$ cat src/rtl/pipe_ctrl_unit_pkg.sv
// Shared encodings for the RV32 pipeline control unit: opcodes, ALU ops
// (base and M range), immediate/result selects and the per-stage bundles.
// RV32M_EN enables the M-extension ALU op range in the decoder.
package ctrl_pkg;

  localparam logic [6:0] OPC_LOAD   = 7'b0000011;
  localparam logic [6:0] OPC_STORE  = 7'b0100011;
  localparam logic [6:0] OPC_OP     = 7'b0110011;
  localparam logic [6:0] OPC_OP_IMM = 7'b0010011;
  localparam logic [6:0] OPC_BRANCH = 7'b1100011;
  localparam logic [6:0] OPC_JAL    = 7'b1101111;
  localparam logic [6:0] OPC_JALR   = 7'b1100111;
  localparam logic [6:0] OPC_LUI    = 7'b0110111;
  localparam logic [6:0] OPC_AUIPC  = 7'b0010111;

  localparam logic [6:0] F7_BASE = 7'b0000000;
  localparam logic [6:0] F7_ALT  = 7'b0100000;
  localparam logic [6:0] F7_MULDIV = 7'b0000001;

  typedef enum logic [4:0] {
    ALU_ADD    = 5'd0,
    ALU_SUB    = 5'd1,
    ALU_AND    = 5'd2,
    ALU_OR     = 5'd3,
    ALU_XOR    = 5'd4,
    ALU_SLL    = 5'd5,
    ALU_SRL    = 5'd6,
    ALU_SRA    = 5'd7,
    ALU_SLT    = 5'd8,
    ALU_SLTU   = 5'd9,
    ALU_PASSB  = 5'd10,
    ALU_MUL    = 5'd16,
    ALU_MULH   = 5'd17,
    ALU_MULHSU = 5'd18,
    ALU_MULHU  = 5'd19,
    ALU_DIV    = 5'd20,
    ALU_DIVU   = 5'd21,
    ALU_REM    = 5'd22,
    ALU_REMU   = 5'd23
  } alu_op_e;

  typedef enum logic [2:0] {
    IMM_I = 3'd0,
    IMM_S = 3'd1,
    IMM_B = 3'd2,
    IMM_J = 3'd3,
    IMM_U = 3'd4
  } imm_src_e;

  typedef enum logic [1:0] {
    RES_ALU = 2'd0,
    RES_MEM = 2'd1,
    RES_PC4 = 2'd2
  } result_src_e;

  typedef struct packed {
    logic        valid;
    logic        alu_src;
    logic        alu_a_pc;
    alu_op_e     alu_op;
    logic [2:0]  funct3;
    logic        branch;
    logic        jump;
    logic        mem_read;
    logic        mem_write;
    logic        reg_write;
    result_src_e result_src;
    logic [4:0]  rd;
  } ctrl_bundle_t;

  // Later stages only carry what they still act on.
  typedef struct packed {
    logic        valid;
    logic        mem_read;
    logic        mem_write;
    logic        reg_write;
    result_src_e result_src;
    logic [4:0]  rd;
  } mem_bundle_t;

  typedef struct packed {
    logic        valid;
    logic        reg_write;
    result_src_e result_src;
    logic [4:0]  rd;
  } wb_bundle_t;

  localparam ctrl_bundle_t BUBBLE     = '{alu_op: ALU_ADD, result_src: RES_ALU, default: '0};
  localparam mem_bundle_t  MEM_BUBBLE = '{result_src: RES_ALU, default: '0};
  localparam wb_bundle_t   WB_BUBBLE  = '{result_src: RES_ALU, default: '0};

  // Base ALU op selected by funct3 for OP / OP-IMM with funct7 = 0.
  function automatic alu_op_e alu_from_funct3(input logic [2:0] f3);
    case (f3)
      3'b000:  return ALU_ADD;
      3'b001:  return ALU_SLL;
      3'b010:  return ALU_SLT;
      3'b011:  return ALU_SLTU;
      3'b100:  return ALU_XOR;
      3'b101:  return ALU_SRL;
      3'b110:  return ALU_OR;
      default: return ALU_AND;
    endcase
  endfunction

endpackage

$ cat src/rtl/pipe_ctrl_unit_if.sv
// ID-stage inputs and per-stage control outputs of pipe_ctrl_unit.
// master drives the ID side (pipeline front end); slave is the control unit.
interface pipe_ctrl_unit_if #(
  parameter int unsigned OP_W = 5
);
  logic [31:0]     instr_id;
  logic            id_valid;
  logic            hold;
  logic            flush_id;
  logic [2:0]      id_imm_src;
  logic            id_illegal;
  logic            hazard_stall;
  logic            ex_valid;
  logic            ex_alu_src;
  logic            ex_alu_a_pc;
  logic            ex_branch;
  logic            ex_jump;
  logic            ex_mem_read;
  logic [OP_W-1:0] ex_alu_op;
  logic [2:0]      ex_funct3;
  logic [4:0]      ex_rd;
  logic            mem_valid;
  logic            mem_mem_read;
  logic            mem_mem_write;
  logic [4:0]      mem_rd;
  logic            wb_valid;
  logic            wb_reg_write;
  logic [1:0]      wb_result_src;
  logic [4:0]      wb_rd;

  modport master (
    output instr_id, id_valid, hold, flush_id,
    input  id_imm_src, id_illegal, hazard_stall,
    input  ex_valid, ex_alu_src, ex_alu_a_pc, ex_branch, ex_jump, ex_mem_read,
    input  ex_alu_op, ex_funct3, ex_rd,
    input  mem_valid, mem_mem_read, mem_mem_write, mem_rd,
    input  wb_valid, wb_reg_write, wb_result_src, wb_rd
  );

  modport slave (
    input  instr_id, id_valid, hold, flush_id,
    output id_imm_src, id_illegal, hazard_stall,
    output ex_valid, ex_alu_src, ex_alu_a_pc, ex_branch, ex_jump, ex_mem_read,
    output ex_alu_op, ex_funct3, ex_rd,
    output mem_valid, mem_mem_read, mem_mem_write, mem_rd,
    output wb_valid, wb_reg_write, wb_result_src, wb_rd
  );
endinterface

$ cat src/rtl/pipe_ctrl_unit_decoder.sv
// Combinational ID-stage decoder: instruction -> control bundle, immediate
// format, illegal flag and source-register usage. RV32M_EN adds MUL..REMU.
module ctrl_decoder
  import ctrl_pkg::*;
(
  input  logic [31:0]  instr,
  output ctrl_bundle_t ctrl,
  output imm_src_e     imm_src,
  output logic         illegal,
  output logic         rs1_used,
  output logic         rs2_used
);

  logic [6:0] opcode;
  logic [6:0] funct7;
  logic [2:0] funct3;
  logic [4:0] rd;
  logic       legal;
  logic       writes;
  logic       unused_rs_fields;

  assign opcode = instr[6:0];
  assign rd     = instr[11:7];
  assign funct3 = instr[14:12];
  assign funct7 = instr[31:25];
  // Register source fields are compared against EX in the top level.
  assign unused_rs_fields = ^instr[24:15];

  // Classify opcode, pick ALU op / enables, then squash to a bubble if illegal.
  always_comb begin
    ctrl     = BUBBLE;
    imm_src  = IMM_I;
    legal    = 1'b1;
    writes   = 1'b0;
    rs1_used = 1'b0;
    rs2_used = 1'b0;
    case (opcode)
      OPC_LOAD: begin
        legal           = (funct3 != 3'b011) && (funct3 != 3'b110) && (funct3 != 3'b111);
        ctrl.alu_src    = 1'b1;
        ctrl.mem_read   = 1'b1;
        ctrl.result_src = RES_MEM;
        writes          = 1'b1;
        rs1_used        = 1'b1;
      end
      OPC_STORE: begin
        legal          = (funct3 == 3'b000) || (funct3 == 3'b001) || (funct3 == 3'b010);
        imm_src        = IMM_S;
        ctrl.alu_src   = 1'b1;
        ctrl.mem_write = 1'b1;
        rs1_used       = 1'b1;
        rs2_used       = 1'b1;
      end
      OPC_OP: begin
        writes   = 1'b1;
        rs1_used = 1'b1;
        rs2_used = 1'b1;
        if (funct7 == F7_BASE)
          ctrl.alu_op = alu_from_funct3(funct3);
        else if (funct7 == F7_ALT && funct3 == 3'b000)
          ctrl.alu_op = ALU_SUB;
        else if (funct7 == F7_ALT && funct3 == 3'b101)
          ctrl.alu_op = ALU_SRA;
`ifdef RV32M_EN
        else if (funct7 == F7_MULDIV)
          ctrl.alu_op = alu_op_e'({2'b10, funct3});
`endif
        else
          legal = 1'b0;
      end
      OPC_OP_IMM: begin
        ctrl.alu_src = 1'b1;
        ctrl.alu_op  = alu_from_funct3(funct3);
        writes       = 1'b1;
        rs1_used     = 1'b1;
        if (funct3 == 3'b001) begin
          legal = (funct7 == F7_BASE);
        end else if (funct3 == 3'b101) begin
          legal = (funct7 == F7_BASE) || (funct7 == F7_ALT);
          if (funct7 == F7_ALT) ctrl.alu_op = ALU_SRA;
        end
      end
      OPC_BRANCH: begin
        legal       = (funct3 != 3'b010) && (funct3 != 3'b011);
        imm_src     = IMM_B;
        ctrl.alu_op = ALU_SUB;
        ctrl.branch = 1'b1;
        rs1_used    = 1'b1;
        rs2_used    = 1'b1;
      end
      OPC_JAL: begin
        imm_src         = IMM_J;
        ctrl.alu_src    = 1'b1;
        ctrl.alu_a_pc   = 1'b1;
        ctrl.jump       = 1'b1;
        ctrl.result_src = RES_PC4;
        writes          = 1'b1;
      end
      OPC_JALR: begin
        legal           = (funct3 == 3'b000);
        ctrl.alu_src    = 1'b1;
        ctrl.jump       = 1'b1;
        ctrl.result_src = RES_PC4;
        writes          = 1'b1;
        rs1_used        = 1'b1;
      end
      OPC_LUI: begin
        imm_src      = IMM_U;
        ctrl.alu_src = 1'b1;
        ctrl.alu_op  = ALU_PASSB;
        writes       = 1'b1;
      end
      OPC_AUIPC: begin
        imm_src       = IMM_U;
        ctrl.alu_src  = 1'b1;
        ctrl.alu_a_pc = 1'b1;
        writes        = 1'b1;
      end
      default: legal = 1'b0;
    endcase

    if (legal) begin
      ctrl.valid     = 1'b1;
      ctrl.funct3    = funct3;
      ctrl.reg_write = writes && (rd != 5'd0);
      ctrl.rd        = writes ? rd : 5'd0;
    end else begin
      ctrl     = BUBBLE;
      rs1_used = 1'b0;
      rs2_used = 1'b0;
    end
    illegal = !legal;
  end

endmodule

$ cat src/rtl/pipe_ctrl_unit.sv
// Control unit for the 5-stage RV32 pipeline: ID decode, ID/EX, EX/MEM and
// MEM/WB control registers, load-use hazard detection, hold/flush/bubble.
// RV32M_EN (macro) enables the M-extension decode and requires OP_W >= 5.
module pipe_ctrl_unit
  import ctrl_pkg::*;
#(
  parameter int unsigned OP_W      = 5,
  parameter int unsigned HAZARD_EN = 1
) (
  input logic            clk,
  input logic            rst_n,
  pipe_ctrl_unit_if.slave bus
);

`ifdef RV32M_EN
  localparam int unsigned OP_W_MIN = 5;
`else
  localparam int unsigned OP_W_MIN = 4;
`endif

  if (OP_W < OP_W_MIN) begin : g_op_w_check
    $error("pipe_ctrl_unit: OP_W too narrow for the ALU op encoding");
  end

  ctrl_bundle_t dec_ctrl;
  imm_src_e     dec_imm_src;
  logic         dec_illegal;
  logic         dec_rs1_used;
  logic         dec_rs2_used;
  logic [4:0]   rs1;
  logic [4:0]   rs2;
  logic         load_use;

  ctrl_bundle_t idex;
  mem_bundle_t  exmem;
  wb_bundle_t   memwb;

  ctrl_decoder u_decoder (
    .instr    (bus.instr_id),
    .ctrl     (dec_ctrl),
    .imm_src  (dec_imm_src),
    .illegal  (dec_illegal),
    .rs1_used (dec_rs1_used),
    .rs2_used (dec_rs2_used)
  );

  assign rs1 = bus.instr_id[19:15];
  assign rs2 = bus.instr_id[24:20];

  // Load in EX whose destination feeds a source the ID instruction reads.
  always_comb begin
    load_use = 1'b0;
    if (HAZARD_EN != 0 && bus.id_valid && idex.valid && idex.mem_read && idex.rd != 5'd0)
      load_use = (dec_rs1_used && rs1 == idex.rd) || (dec_rs2_used && rs2 == idex.rd);
  end

  // ID/EX: hold freezes; flush, hazard or no instruction inserts a bubble.
  always_ff @(posedge clk or negedge rst_n) begin
    if (!rst_n)
      idex <= BUBBLE;
    else if (!bus.hold) begin
      if (bus.flush_id || load_use || !bus.id_valid)
        idex <= BUBBLE;
      else
        idex <= dec_ctrl;
    end
  end

  // EX/MEM and MEM/WB advance on every edge that is not held.
  always_ff @(posedge clk or negedge rst_n) begin
    if (!rst_n) begin
      exmem <= MEM_BUBBLE;
      memwb <= WB_BUBBLE;
    end else if (!bus.hold) begin
      exmem <= '{valid: idex.valid, mem_read: idex.mem_read, mem_write: idex.mem_write,
                 reg_write: idex.reg_write, result_src: idex.result_src, rd: idex.rd};
      memwb <= '{valid: exmem.valid, reg_write: exmem.reg_write,
                 result_src: exmem.result_src, rd: exmem.rd};
    end
  end

  assign bus.id_imm_src    = dec_imm_src;
  assign bus.id_illegal    = bus.id_valid && dec_illegal;
  assign bus.hazard_stall  = load_use;

  assign bus.ex_valid      = idex.valid;
  assign bus.ex_alu_src    = idex.alu_src;
  assign bus.ex_alu_a_pc   = idex.alu_a_pc;
  assign bus.ex_branch     = idex.branch;
  assign bus.ex_jump       = idex.jump;
  assign bus.ex_mem_read   = idex.mem_read;
  assign bus.ex_alu_op     = OP_W'(idex.alu_op);
  assign bus.ex_funct3     = idex.funct3;
  assign bus.ex_rd         = idex.rd;

  assign bus.mem_valid     = exmem.valid;
  assign bus.mem_mem_read  = exmem.mem_read;
  assign bus.mem_mem_write = exmem.mem_write;
  assign bus.mem_rd        = exmem.rd;

  assign bus.wb_valid      = memwb.valid;
  assign bus.wb_reg_write  = memwb.reg_write;
  assign bus.wb_result_src = memwb.result_src;
  assign bus.wb_rd         = memwb.rd;

endmodule

$ cat src/flat_wrapper.sv
// flat-port wrapper written by rule: the top's interface ports become plain ports
module pipe_ctrl_unit_flat import ctrl_pkg::*;
#(
  parameter int unsigned OP_W      = 5,
  parameter int unsigned HAZARD_EN = 1
)
  (clk, rst_n, bus_instr_id, bus_id_valid, bus_hold, bus_flush_id, bus_id_imm_src, bus_id_illegal, bus_hazard_stall, bus_ex_valid, bus_ex_alu_src, bus_ex_alu_a_pc, bus_ex_branch, bus_ex_jump, bus_ex_mem_read, bus_ex_alu_op, bus_ex_funct3, bus_ex_rd, bus_mem_valid, bus_mem_mem_read, bus_mem_mem_write, bus_mem_rd, bus_wb_valid, bus_wb_reg_write, bus_wb_result_src, bus_wb_rd);
  pipe_ctrl_unit_if #(.OP_W(OP_W)) bus_i ();
  input logic clk;
  input logic rst_n;
  input wire logic [$bits(bus_i.instr_id)-1:0] bus_instr_id;
  input wire logic [$bits(bus_i.id_valid)-1:0] bus_id_valid;
  input wire logic [$bits(bus_i.hold)-1:0] bus_hold;
  input wire logic [$bits(bus_i.flush_id)-1:0] bus_flush_id;
  output wire logic [$bits(bus_i.id_imm_src)-1:0] bus_id_imm_src;
  output wire logic [$bits(bus_i.id_illegal)-1:0] bus_id_illegal;
  output wire logic [$bits(bus_i.hazard_stall)-1:0] bus_hazard_stall;
  output wire logic [$bits(bus_i.ex_valid)-1:0] bus_ex_valid;
  output wire logic [$bits(bus_i.ex_alu_src)-1:0] bus_ex_alu_src;
  output wire logic [$bits(bus_i.ex_alu_a_pc)-1:0] bus_ex_alu_a_pc;
  output wire logic [$bits(bus_i.ex_branch)-1:0] bus_ex_branch;
  output wire logic [$bits(bus_i.ex_jump)-1:0] bus_ex_jump;
  output wire logic [$bits(bus_i.ex_mem_read)-1:0] bus_ex_mem_read;
  output wire logic [$bits(bus_i.ex_alu_op)-1:0] bus_ex_alu_op;
  output wire logic [$bits(bus_i.ex_funct3)-1:0] bus_ex_funct3;
  output wire logic [$bits(bus_i.ex_rd)-1:0] bus_ex_rd;
  output wire logic [$bits(bus_i.mem_valid)-1:0] bus_mem_valid;
  output wire logic [$bits(bus_i.mem_mem_read)-1:0] bus_mem_mem_read;
  output wire logic [$bits(bus_i.mem_mem_write)-1:0] bus_mem_mem_write;
  output wire logic [$bits(bus_i.mem_rd)-1:0] bus_mem_rd;
  output wire logic [$bits(bus_i.wb_valid)-1:0] bus_wb_valid;
  output wire logic [$bits(bus_i.wb_reg_write)-1:0] bus_wb_reg_write;
  output wire logic [$bits(bus_i.wb_result_src)-1:0] bus_wb_result_src;
  output wire logic [$bits(bus_i.wb_rd)-1:0] bus_wb_rd;
  assign bus_i.instr_id = bus_instr_id;
  assign bus_i.id_valid = bus_id_valid;
  assign bus_i.hold = bus_hold;
  assign bus_i.flush_id = bus_flush_id;
  assign bus_id_imm_src = bus_i.id_imm_src;
  assign bus_id_illegal = bus_i.id_illegal;
  assign bus_hazard_stall = bus_i.hazard_stall;
  assign bus_ex_valid = bus_i.ex_valid;
  assign bus_ex_alu_src = bus_i.ex_alu_src;
  assign bus_ex_alu_a_pc = bus_i.ex_alu_a_pc;
  assign bus_ex_branch = bus_i.ex_branch;
  assign bus_ex_jump = bus_i.ex_jump;
  assign bus_ex_mem_read = bus_i.ex_mem_read;
  assign bus_ex_alu_op = bus_i.ex_alu_op;
  assign bus_ex_funct3 = bus_i.ex_funct3;
  assign bus_ex_rd = bus_i.ex_rd;
  assign bus_mem_valid = bus_i.mem_valid;
  assign bus_mem_mem_read = bus_i.mem_mem_read;
  assign bus_mem_mem_write = bus_i.mem_mem_write;
  assign bus_mem_rd = bus_i.mem_rd;
  assign bus_wb_valid = bus_i.wb_valid;
  assign bus_wb_reg_write = bus_i.wb_reg_write;
  assign bus_wb_result_src = bus_i.wb_result_src;
  assign bus_wb_rd = bus_i.wb_rd;
  pipe_ctrl_unit #(.OP_W(OP_W), .HAZARD_EN(HAZARD_EN)) u_core (.clk(clk), .rst_n(rst_n), .bus(bus_i));
endmodule
$ cat config.mk
export PLATFORM = sky130hd
export DESIGN_NAME = pipe_ctrl_unit_flat
export DESIGN_NICKNAME = d
export VERILOG_FILES = /design/src/rtl/pipe_ctrl_unit_pkg.sv /design/src/rtl/pipe_ctrl_unit_if.sv /design/src/rtl/pipe_ctrl_unit_decoder.sv /design/src/rtl/pipe_ctrl_unit.sv /design/src/flat_wrapper.sv
export SDC_FILE = /design/constraint.sdc
export NUM_CORES = 1
export LEC_CHECK = 0
export ABC_AREA = 1
export CORE_MARGIN = 1.5
export CORE_UTILIZATION = 42
export CTS_BUF_LIST = sky130_fd_sc_hd__clkbuf_4 sky130_fd_sc_hd__clkbuf_8 sky130_fd_sc_hd__clkbuf_16
export CTS_CLUSTER_DIAMETER = 40
export DETAILED_ROUTE_END_ITERATION = 8
export GPL_TIMING_DRIVEN = 0
export PLACE_DENSITY_LB_ADDON = 0.05
export SYNTH_ARGS = -nofsm -noshare
export SYNTH_HDL_FRONTEND = slang
export SYNTH_SLANG_ARGS = --single-unit
$ cat constraint.sdc
create_clock -name clk -period 1.55 [get_ports clk]
set_input_delay 0.31 -clock clk [delete_from_list [all_inputs] [get_ports clk]]
set_output_delay 0.31 -clock clk [all_outputs]
set_load 0.02 [all_outputs]
# --- Yosys cells after proc, flatten, opt, wreduce, memory -nomap -nowiden ---
# Index checks and enable logic that the tools add are counted.
totals:
  register_bits: 43
  inputBits: 37
  wordCells: 113
classes:
  eq_ne: 22
  n_mux: 37
  n_reduce_logical: 32
op_table:
  columns: ["operator", "n"]
  rows:
  - ["$eq 7x6->1 const B", 4]
  - ["$pmux 4 s7", 1]
  - ["$mux 5", 5]
  - ["$mux 23", 1]
  - ["$eq 7x7->1 const B", 3]
  - ["$pmux 5 s4", 1]
  - ["$mux 1", 19]
  - ["$eq 7x5->1 const B", 2]
  - ["$reduce_or 7->1", 2]
  - ["$logic_and 1x1->1", 12]
  - ["$pmux 3 s4", 1]
  - ["$eq 5x5->1", 2]
  - ["$reduce_bool 5->1", 2]
  - ["$eq 3x3->1 const B", 3]
  - ["$mux 3", 3]
  - ["$mux 4", 2]
  - ["$eq 7x2->1 const B", 1]
  - ["$logic_not 7->1", 1]
  - ["$mux 7", 1]
  - ["$pmux 1 s7", 1]
  - ["$eq 3x2->1 const B", 2]
  - ["$logic_or 1x1->1", 6]
  - ["$ne 3x2->1 const B", 2]
  - ["$ne 3x3->1 const B", 2]
  - ["8 further kinds", 12]

# --- Logic depth before layout (Yosys ltp) ---
# Gate-level depths: netlist of run 1.
depth:
  depth_word: 13
  depth_mapped: 12
  depth_no_buf: 11

# --- Hierarchy ---
# A second synthesis of run 1 with hierarchy kept.
hier_totals:
  cells_unflattened: 431
  area_unflattened_um2: 2976.6
by_module_without_submodules:
  columns: ["module", "n_inst", "cells_each", "area_each_um2", "seq_area_each_um2"]
  rows:
  - ["pipe_ctrl_unit", 1, 289, 2249.7, 1076.0]
  - ["ctrl_decoder", 1, 142, 726.9, 0.0]

# --- Worst setup path after synthesis of run 1 ---
# OpenSTA, ideal clock, no wires.
synth_timing:
  path_type: "in2out"
  start: "input port bus_instr_id[5]"
  end: "output port bus_id_illegal"
  t_arrival_ns: 1.352
  t_required_ns: 1.240
  slack_ns: -0.112
  cell_stages: 10
  cell_sequence: "buf_4 -> nand3_2 -> inv_2 -> nand2_2 -> nand2_2 -> inv_2 -> nand2_1 -> nor2_2 -> nand4_4 -> nor2_1"
synth_via:
  elab_chain_cells: 5
synth_rtl:
  columns: ["element", "line_no", "source"]
  rows:
  - ["from (decl)", "flat_wrapper.sv:11", "input wire logic [$bits(bus_i.instr_id)-1:0] bus_instr_id;"]
  - ["$eq 7x5->1, or another cell as far along", "pipe_ctrl_unit_decoder.sv:37", "case (opcode)"]
  - ["$reduce_or 3->1 (no line)", null, null]
  - ["$pmux 1 s7 *", "pipe_ctrl_unit_decoder.sv:37", null]
  - ["$logic_not 1->1 *", "pipe_ctrl_unit_decoder.sv:132", "illegal = !legal;"]
  - ["$logic_and 1x1->1 *", "pipe_ctrl_unit.sv:83", "assign bus.id_illegal = bus.id_valid && dec_illegal;"]
  - ["to (decl)", "flat_wrapper.sv:16", "output wire logic [$bits(bus_i.id_illegal)-1:0] bus_id_illegal;"]
# Every way passes the cells marked *; elsewhere a longest branch is shown, timed or not.

# --- Worst setup path after layout of run 1 ---
layout_timing:
  start: "register u_core.idex, in the netlist u_core.bus.ex_rd[4]"
  end: "output port bus_hazard_stall"
layout_via:
  elab_chain_cells: 4
layout_rtl:
  columns: ["element", "line_no", "source"]
  rows:
  - ["from (decl)", "pipe_ctrl_unit.sv:34", "ctrl_bundle_t idex;"]
  - ["from (signal assigned)", "pipe_ctrl_unit.sv:65", "idex <= dec_ctrl;"]
  - ["$eq 5x5->1", "pipe_ctrl_unit.sv:54", "load_use = (dec_rs1_used && rs1 == idex.rd) || (dec_rs2_used && rs2 == idex.rd);"]
  - ["$logic_and 1x1->1", "pipe_ctrl_unit.sv:54", null]
  - ["$logic_or 1x1->1", "pipe_ctrl_unit.sv:54", null]
  - ["$mux 1 *", "pipe_ctrl_unit.sv:53", "if (HAZARD_EN != 0 && bus.id_valid && idex.valid && idex.mem_read && idex.rd != 5'd0)"]
  - ["to (decl)", "flat_wrapper.sv:17", "output wire logic [$bits(bus_i.hazard_stall)-1:0] bus_hazard_stall;"]
# Marks and branches as above.

==> results of run 1 <==
[through the flow]
stage	cell area, µm²	TNS [ns]	hold WS (ns)	worst slack [ns]	power [mW]
floorplan	2410	-0.006421	0.01441	-0.006421	1.151
global placement	3241	-49.81	0.4557	-1.147	1.304
detailed placement	3256	-17.04	0.1309	-1.159	1.310
global route	3882	-7.342	0.3209	-0.4136	2.332
CTS	3643	-2.780	0.3425	-0.3208	2.224
finish	3882	-4.453	0.3218	-0.2941	2.245
[logic make-up (layout without fill, tap and decap cells)]
family          count (synthesis)  after routing  share of synthesized area
compound gates                 39             39                     0.1186
xor+xnor                       10             10                    0.03658
buf+inv                        70            188                     0.1426
flops                          39             39                     0.4075
other cells                     1              1                   0.001566
simple gates                  163            163                     0.2931
[Yosys cell counts, types with 2 or more instances]
library cell | number | area share
nand4_1 | 4 | 0.010
o21bai_1 | 9 | 0.028
inv_2 | 7 | 0.011
nor2_2 | 2 | 0.0052
buf_4 | 19 | 0.060
xnor2_1 | 7 | 0.026
nand3_1 | 5 | 0.010
dfrtp_1 | 39 | 0.41
inv_1 | 36 | 0.056
o21ai_1 | 2 | 0.0042
clkbuf_1 | 6 | 0.0094
o21bai_2 | 9 | 0.042
nand2_2 | 5 | 0.013
xor2_1 | 3 | 0.011
nand2_1 | 112 | 0.18
nor2_1 | 28 | 0.044
nand4_4 | 2 | 0.018
o21ai_0 | 12 | 0.025
a21oi_1 | 4 | 0.0084
[tightest hold or removal path, stage by stage]
cell and delay [ns]:
buf_6 0.11, inv_4 0.07, o21bai_1 0.08
[cell type report]
type	count	area (µm²)
fill	466	1624
multi-input combinational	213	1284
timing repair buffer	110	1025
sequential	39	980.9
buffer	26	197.7
inverter	44	187.7
tap	72	90.09
clock buffer	6	82.58
clock inverter	2	35.03
[layer usage]
metal	vias to the layer above	wire, µm	global-route usage
li1	1212	-	-
met1	1127	2824	0.2632
met2	62	3471	0.3983
met3	12	290	0.04535
met4	0	132	0.06786
met5	-	0	0
[sequential cells by signal (all words and copies together), names as in the netlist, 2 cells and up]
register	cells
u_core.bus.wb_rd	5
u_core.bus.wb_result_src	2
u_core.bus.ex_funct3	3
u_core.bus.mem_rd	5
u_core.bus.ex_rd	5
u_core.bus.ex_alu_op	4
u_core.exmem	2
u_core.idex	2
[where the power goes]
| group | internal, mW | switching (mW) | total [mW] |
|---|---|---|---|
| registers | 1.02 | 0.00138 | 1.02 |
| logic | 0.156 | 0.182 | 0.338 |
| clock network | 0.521 | 0.366 | 0.887 |
| total | 1.70 | 0.550 | 2.25 |
[worst max-delay path by stage]
stage                                         endpoint  slack [ns]  depth (start not counted)
finish                                bus_hazard_stall       -0.29                          8
global route        u_core.bus.ex_alu_a_pc$_DFFE_PN0N_       -0.41                         11
CTS                                   bus_hazard_stall       -0.32                          8
detailed placement                    bus_hazard_stall       -1.16                         12
global placement                      bus_hazard_stall       -1.15                         10
floorplan              u_core.bus.ex_valid$_DFFE_PN0N_      -0.006                         11
[repair_timing]
| action | in CTS | in global routing |
|---|---|---|
| endpoints found under the hold margin | 3 | 0 |
| hold buffers | 1 | 0 |
| pin swaps | 31 | 23 |
| gates resized for setup | 171 | 50 |
| setup buffers | 20 | 13 |
| endpoints found under the setup margin | 60 | 24 |
| gates cloned | 1 | 1 |
==> run_results.csv, run 1 <==
group,metric,value,unit
sta,max_freq,0.5423,GHz
clock_tree,cts_tree,"built",
min_path,hold_class,"primary input to register",
run,drv_cap,0,
setup_path,worstPathRequired,1.24,ns
routing,dr_total_vias,2413,
layout,final_common_cell,"nand2_1",
power,power_density,578.3,nW/µm²
global_route,first_global_vias,2381,
place,portBuffers,74,
yosys,ys.flop_type,"dfrtp_1",
routing,wl,6718,µm
routing,avgViaCountPerCell,4.713,
routing,wl_per_cell,13.12,µm
sta,min_period,1.844,ns
place,placed_cells,469,
setup_path,cp.arrival,1.53,ns
yosys,yosys_warnings,0,
floorplan,rows,27,
floorplan,fp.dieArea,6164,µm²
setup_path,cp_slowest_cell,"dfrtp_2",
clock_tree,cts_sinks,39,
clock_tree,clk-insertion-delay-late,0.29,ns
yosys,yosysSeqAreaShare,0.4075,
min_path,min-delay-start,"bus_instr_id[13]",
layout,nNetsFinal,476,
routing,drcViolationCount,0,
global_route,grt_max_degree,37,
setup_path,startpoint_type,"register",
global_route,grtUsageTotal,0.2215,
setup_path,worst_setup_path_end_kind,"primary output",
setup_path,r2r_end,"u_core.bus.ex_alu_a_pc$_DFFE_PN0N_",
yosys,yosysUniqueCellTypes,30,
setup_path,cp_common_cell,"nand2_1",
min_path,hold_end,"u_core.bus.ex_funct3[1]$_DFFE_PN0N_",
place,dp_hpwl,4487,µm
global_route,grt_antenna_before_repair,0,
setup_path,reg2reg_depth,11,
sta,hold_violations,0,
power,peakVddDrop,0.3826,mV
clock_tree,cts_root_buffer,"clkbuf_8",
layout,final_core_util,0.7051,
floorplan,pin_count,78,
yosys,synth_seq_cells,39,
outcome,status,"finished, violations left",
global_route,gr-total-overflow,0,
clock_tree,htree_levels,2,
floorplan,start_util,0.4349,
place,gp_congestion,0.8803,
sta,setup_slack,-0.2941,ns
routing,antenna_left,0,
layout,drive_gt1_frac,0.3591,
setup_path,r2r_slack,-0.27,ns
yosys,netlist_instances,322,
setup_path,r2r-start,"u_core.bus.ex_rd[4]$_DFFE_PN0N_",
yosys,synth_edf_count,0,
layout,mostFrequentLayoutCells,"nand2_1, buf_4, dfrtp_1",
setup_path,critPathTopFamily,"simple AND/OR/NAND/NOR gates",
sta,fin_skew,0.006815,ns
floorplan,die_w,78.51,µm
layout,layout.cells.non_filler,512,
layout,diodes,0,
yosys,synth_area,2395,µm²
floorplan,core-area,5507,µm²
sta,drv_slew,0,
outcome,violations,"negative setup slack",
sta,finalCritPeriodShare,1.190,
floorplan,die_y,78.51,µm
global_route,grt_pass1_wl,10770,µm
setup_path,crit_path_max_fanout,5,
layout,area_growth,62.12,%
setup_path,crit_type,"register to primary output",
yosys,synth_fp_nets,359,
sta,rsz0062_at_grt,"yes",
min_path,whs_path_depth,3,
yosys,async_flop_share,1.000,
clock_tree,clk_pin_slew,0.07,ns
clock_tree,clock_path_buffers,2,
setup_path,cp-startpoint,"u_core.bus.ex_rd[4]$_DFFE_PN0N_",
power,p_leak,2.214,nW
routing,drt_iter0_drc,77,
sta,setup_violations,22,
routing,dr.pass1.iters,4,
clock_tree,cts_buffers,5,
yosys,syn_avg_cell_area,7.437,µm²
setup_path,crit_buf_inv,1,
setup_path,crit_chain,"xnor2_2 > nand3_1 > nor2_1 > nand2_1 > nand2_1 > nand2_2 > nor2_4 > buf_6",
setup_path,crit_path_max_incr_delay,0.46,ns
Note: power is estimated with default switching activity, not from simulation.
==> run 2, diff against run 1 <==
--- a/config.mk
+++ b/config.mk
@@ -6,6 +6,7 @@
 export NUM_CORES = 1
 export LEC_CHECK = 0
 export ABC_AREA = 1
+export CAP_MARGIN = 25
 export CORE_MARGIN = 1.5
 export CORE_UTILIZATION = 42
 export CTS_BUF_LIST = sky130_fd_sc_hd__clkbuf_4 sky130_fd_sc_hd__clkbuf_8 sky130_fd_sc_hd__clkbuf_16
==> results of run 2 <==
The final DEF is identical to that of run 1; final timing and power are the same.
==> run 3, diff against run 2 <==
--- a/config.mk
+++ b/config.mk
@@ -7,7 +7,6 @@
 export LEC_CHECK = 0
 export ABC_AREA = 1
 export CAP_MARGIN = 25
-export CORE_MARGIN = 1.5
 export CORE_UTILIZATION = 42
 export CTS_BUF_LIST = sky130_fd_sc_hd__clkbuf_4 sky130_fd_sc_hd__clkbuf_8 sky130_fd_sc_hd__clkbuf_16
 export CTS_CLUSTER_DIAMETER = 40
==> run 3 against run 2 <==
  * The flow still finishes with violations (negative setup slack)
  * Register-to-register slack got worse by 0.05 ns
  * Sequential cell count did not move
  * Largest power group unchanged
  * Critical endpoint unchanged
  * Critical path type is now primary input to primary output
  * Clock power barely moved
  * Design area fell by 1.6%
  * Sequential power barely moved
==> run_results.csv, run 3 (synthesis results as in run 1) <==
group,metric,value,unit
layout,diodes,0,
setup_path,worst_setup_path_end_kind,"primary output",
clock_tree,clk-insertion-delay-late,0.29,ns
setup_path,cp.arrival,1.59,ns
sta,min_period,1.901,ns
place,pre_cts_slack,-1.155,ns
setup_path,crit_buf_inv,2,
floorplan,core-area,5507,µm²
routing,wl_per_cell,12.88,µm
power,p_leak,2.214,nW
global_route,grt_max_degree,28,
power,power_density,584.7,nW/µm²
floorplan,pin_count,78,
global_route,first_global_vias,2381,
layout,nNetsFinal,479,
routing,antenna_left,0,
min_path,hold_class,"primary input to register",
routing,wl,6632,µm
sta,setup_violations,22,
floorplan,die_w,77.51,µm
routing,dr_total_vias,2423,
power,p_sw_frac,0.2433,
layout,mostFrequentLayoutCells,"nand2_1, buf_4, dfrtp_1",
power,peakVddDrop,0.4325,mV
outcome,violations,"negative setup slack",
power,power_switching,543.4,µW
sta,setup_slack,-0.3510,ns
clock_tree,cts_buffers,5,
floorplan,rows,27,
outcome,status,"finished, violations left",
clock_tree,cts_sinks,39,
setup_path,crit_path_max_incr_delay,0.47,ns
place,gp_congestion,0.8635,
run,drv_cap,0,
clock_tree,clock_path_buffers,2,
sta,rsz0062_at_grt,"yes",
sta,max_freq,0.5260,GHz
setup_path,startpoint_type,"primary input",
sta,whs,0.3426,ns
sta,drv_slew,0,
power,p_int,1.690,mW
routing,drcViolationCount,0,
floorplan,start_util,0.4349,
setup_path,crit_chain,"clkdlybuf4s50_1 > xnor2_1 > nand3_1 > nor2_2 > nand2_1 > nand2_1 > nand2_2 > nor2_4 > buf_6",
sta,hold_violations,0,
power,combPwrFrac,0.146,
clock_tree,cts_tree,"built",
floorplan,die_y,77.51,µm
place,dp_hpwl,4440,µm
global_route,grt_antenna_before_repair,0,
setup_path,cp_slowest_cell,"clkdlybuf4s50_1",
sta,finalCritPeriodShare,1.226,
layout,fillers,485,
setup_path,worstPathRequired,1.24,ns
layout,drive_gt1_frac,0.3431,
floorplan,fp.dieArea,6008,µm²
place,portBuffers,74,
clock_tree,htree_levels,2,
layout,area_growth,59.51,%
layout,final_common_cell,"nand2_1",
power,seqPwrFrac,0.457,
setup_path,critPathTopFamily,"buffers and inverters",
setup_path,crit_type,"primary input to primary output",
layout,multi_input_area,1227,µm²
setup_path,crit_path_max_fanout,2,
routing,drt_iter0_drc,113,
clock_tree,clk_pin_slew,0.08,ns
clock_tree,cts_root_buffer,"clkbuf_8",
setup_path,cp_common_cell,"nand2_1",
global_route,grtUsageTotal,0.2336,
global_route,grt_pass1_wl,11050,µm
layout,regArea,980.9,µm²
routing,dr.pass1.iters,4,
routing,avgViaCountPerCell,4.705,
global_route,gr-total-overflow,0,
sta,fin_skew,0.006633,ns
power,clkPwrFrac,0.397,
layout,final_core_util,0.6937,
==> run 3: changes by cell type in the layout (fill, tap and decap cells not counted), moves of 2 or more <==
cell / previous run / this run
inv_2: 5 / 7
inv_6: 3 / 1
o21ai_0: 9 / 11
nand2_1: 96 / 102
xnor2_2: 3 / 1
dlygate4sd2_1: 33 / 31
xnor2_1: 4 / 6
clkdlybuf4s50_1: 14 / 16
clkdlybuf4s15_1: 0 / 2
nor2_2: 7 / 9
nand2_8: 2 / 0
nand2_2: 15 / 11
o21ai_1: 5 / 2
==> run 3: power groups by stage <==
stage / Combinational, mW / Sequential [mW] / Clock [mW]
floorplan: 0.109 / 1.04 / 0
global placement: 0.264 / 1.04 / 0
detailed placement: 0.269 / 1.04 / 0
CTS: 0.309 / 1.02 / 0.902
global route: 0.353 / 1.02 / 0.940
finish: 0.327 / 1.02 / 0.887
==> run 3: what timing repair did <==
action	in CTS	in global routing
cloned	1	0
pin swaps	30	21
endpoints found under the hold margin	12	0
setup buffers	30	6
hold buffers	1	0
resized for setup	158	35
setup endpoints to repair	58	27
==> run 3: layer usage <==
metal,vias up,global-route usage,share of wire,wire length [µm]
met5,-,0,0,0
met4,0,0.05849,0.014,93
met3,11,0.04000,0.045,298
met2,70,0.4204,0.52,3447
met1,1127,0.2874,0.42,2792
li1,1215,-,-,-
==> run 3: final cells by class <==
type                       count  area share
buffer                        26     0.05175
clock inverter                 2    0.009171
multi-input combinational    213      0.3213
sequential                    39      0.2568
timing repair buffer         113      0.2692
clock buffer                   6     0.02162
inverter                      44     0.04651
tap                           72     0.02358
==> run 3: worst min-delay path: stages <==
cell,delay [ns]
buf_4,0.11
inv_4,0.05
o21bai_2,0.12
==> run 3: worst paths after layout <==
check | start | end | slack [ns] | depth (start not counted)
max | bus_instr_id[17] | bus_hazard_stall | -0.35 | 9
min reg2reg | u_core.bus.wb_result_src[0]$_DFFE_PN0N_ | u_core.bus.wb_result_src[0]$_DFFE_PN0N_ | 0.48 | 2
max reg2reg | u_core.bus.ex_rd[2]$_DFFE_PN0N_ | u_core.bus.ex_alu_op[2]$_DFFE_PN0N_ | -0.32 | 12
min in group asynchronous | rst_n | u_core.bus.wb_valid$_DFFE_PN0N_ | 0.46 | 2
min | bus_instr_id[14] | u_core.bus.ex_funct3[2]$_DFFE_PN0N_ | 0.34 | 3
max in group asynchronous | rst_n | u_core.bus.ex_rd[1]$_DFFE_PN0N_ | 0.62 | 3
==> run 3: per-stage QoR <==
| stage | setup TNS (ns) | instances | total power, mW | cell area (µm²) |
|---|---|---|---|---|
| final | -6.054 | 515 | 2.233 | 3820 |
| after global routing | -8.877 | 515 | 2.313 | 3820 |
| after CTS | -5.263 | 509 | 2.231 | 3729 |
| after detailed placement | -17.12 | 469 | 1.309 | 3256 |
| after global placement | -50.22 | 468 | 1.304 | 3241 |
| after floorplan | -0.006421 | 322 | 1.151 | 2410 |
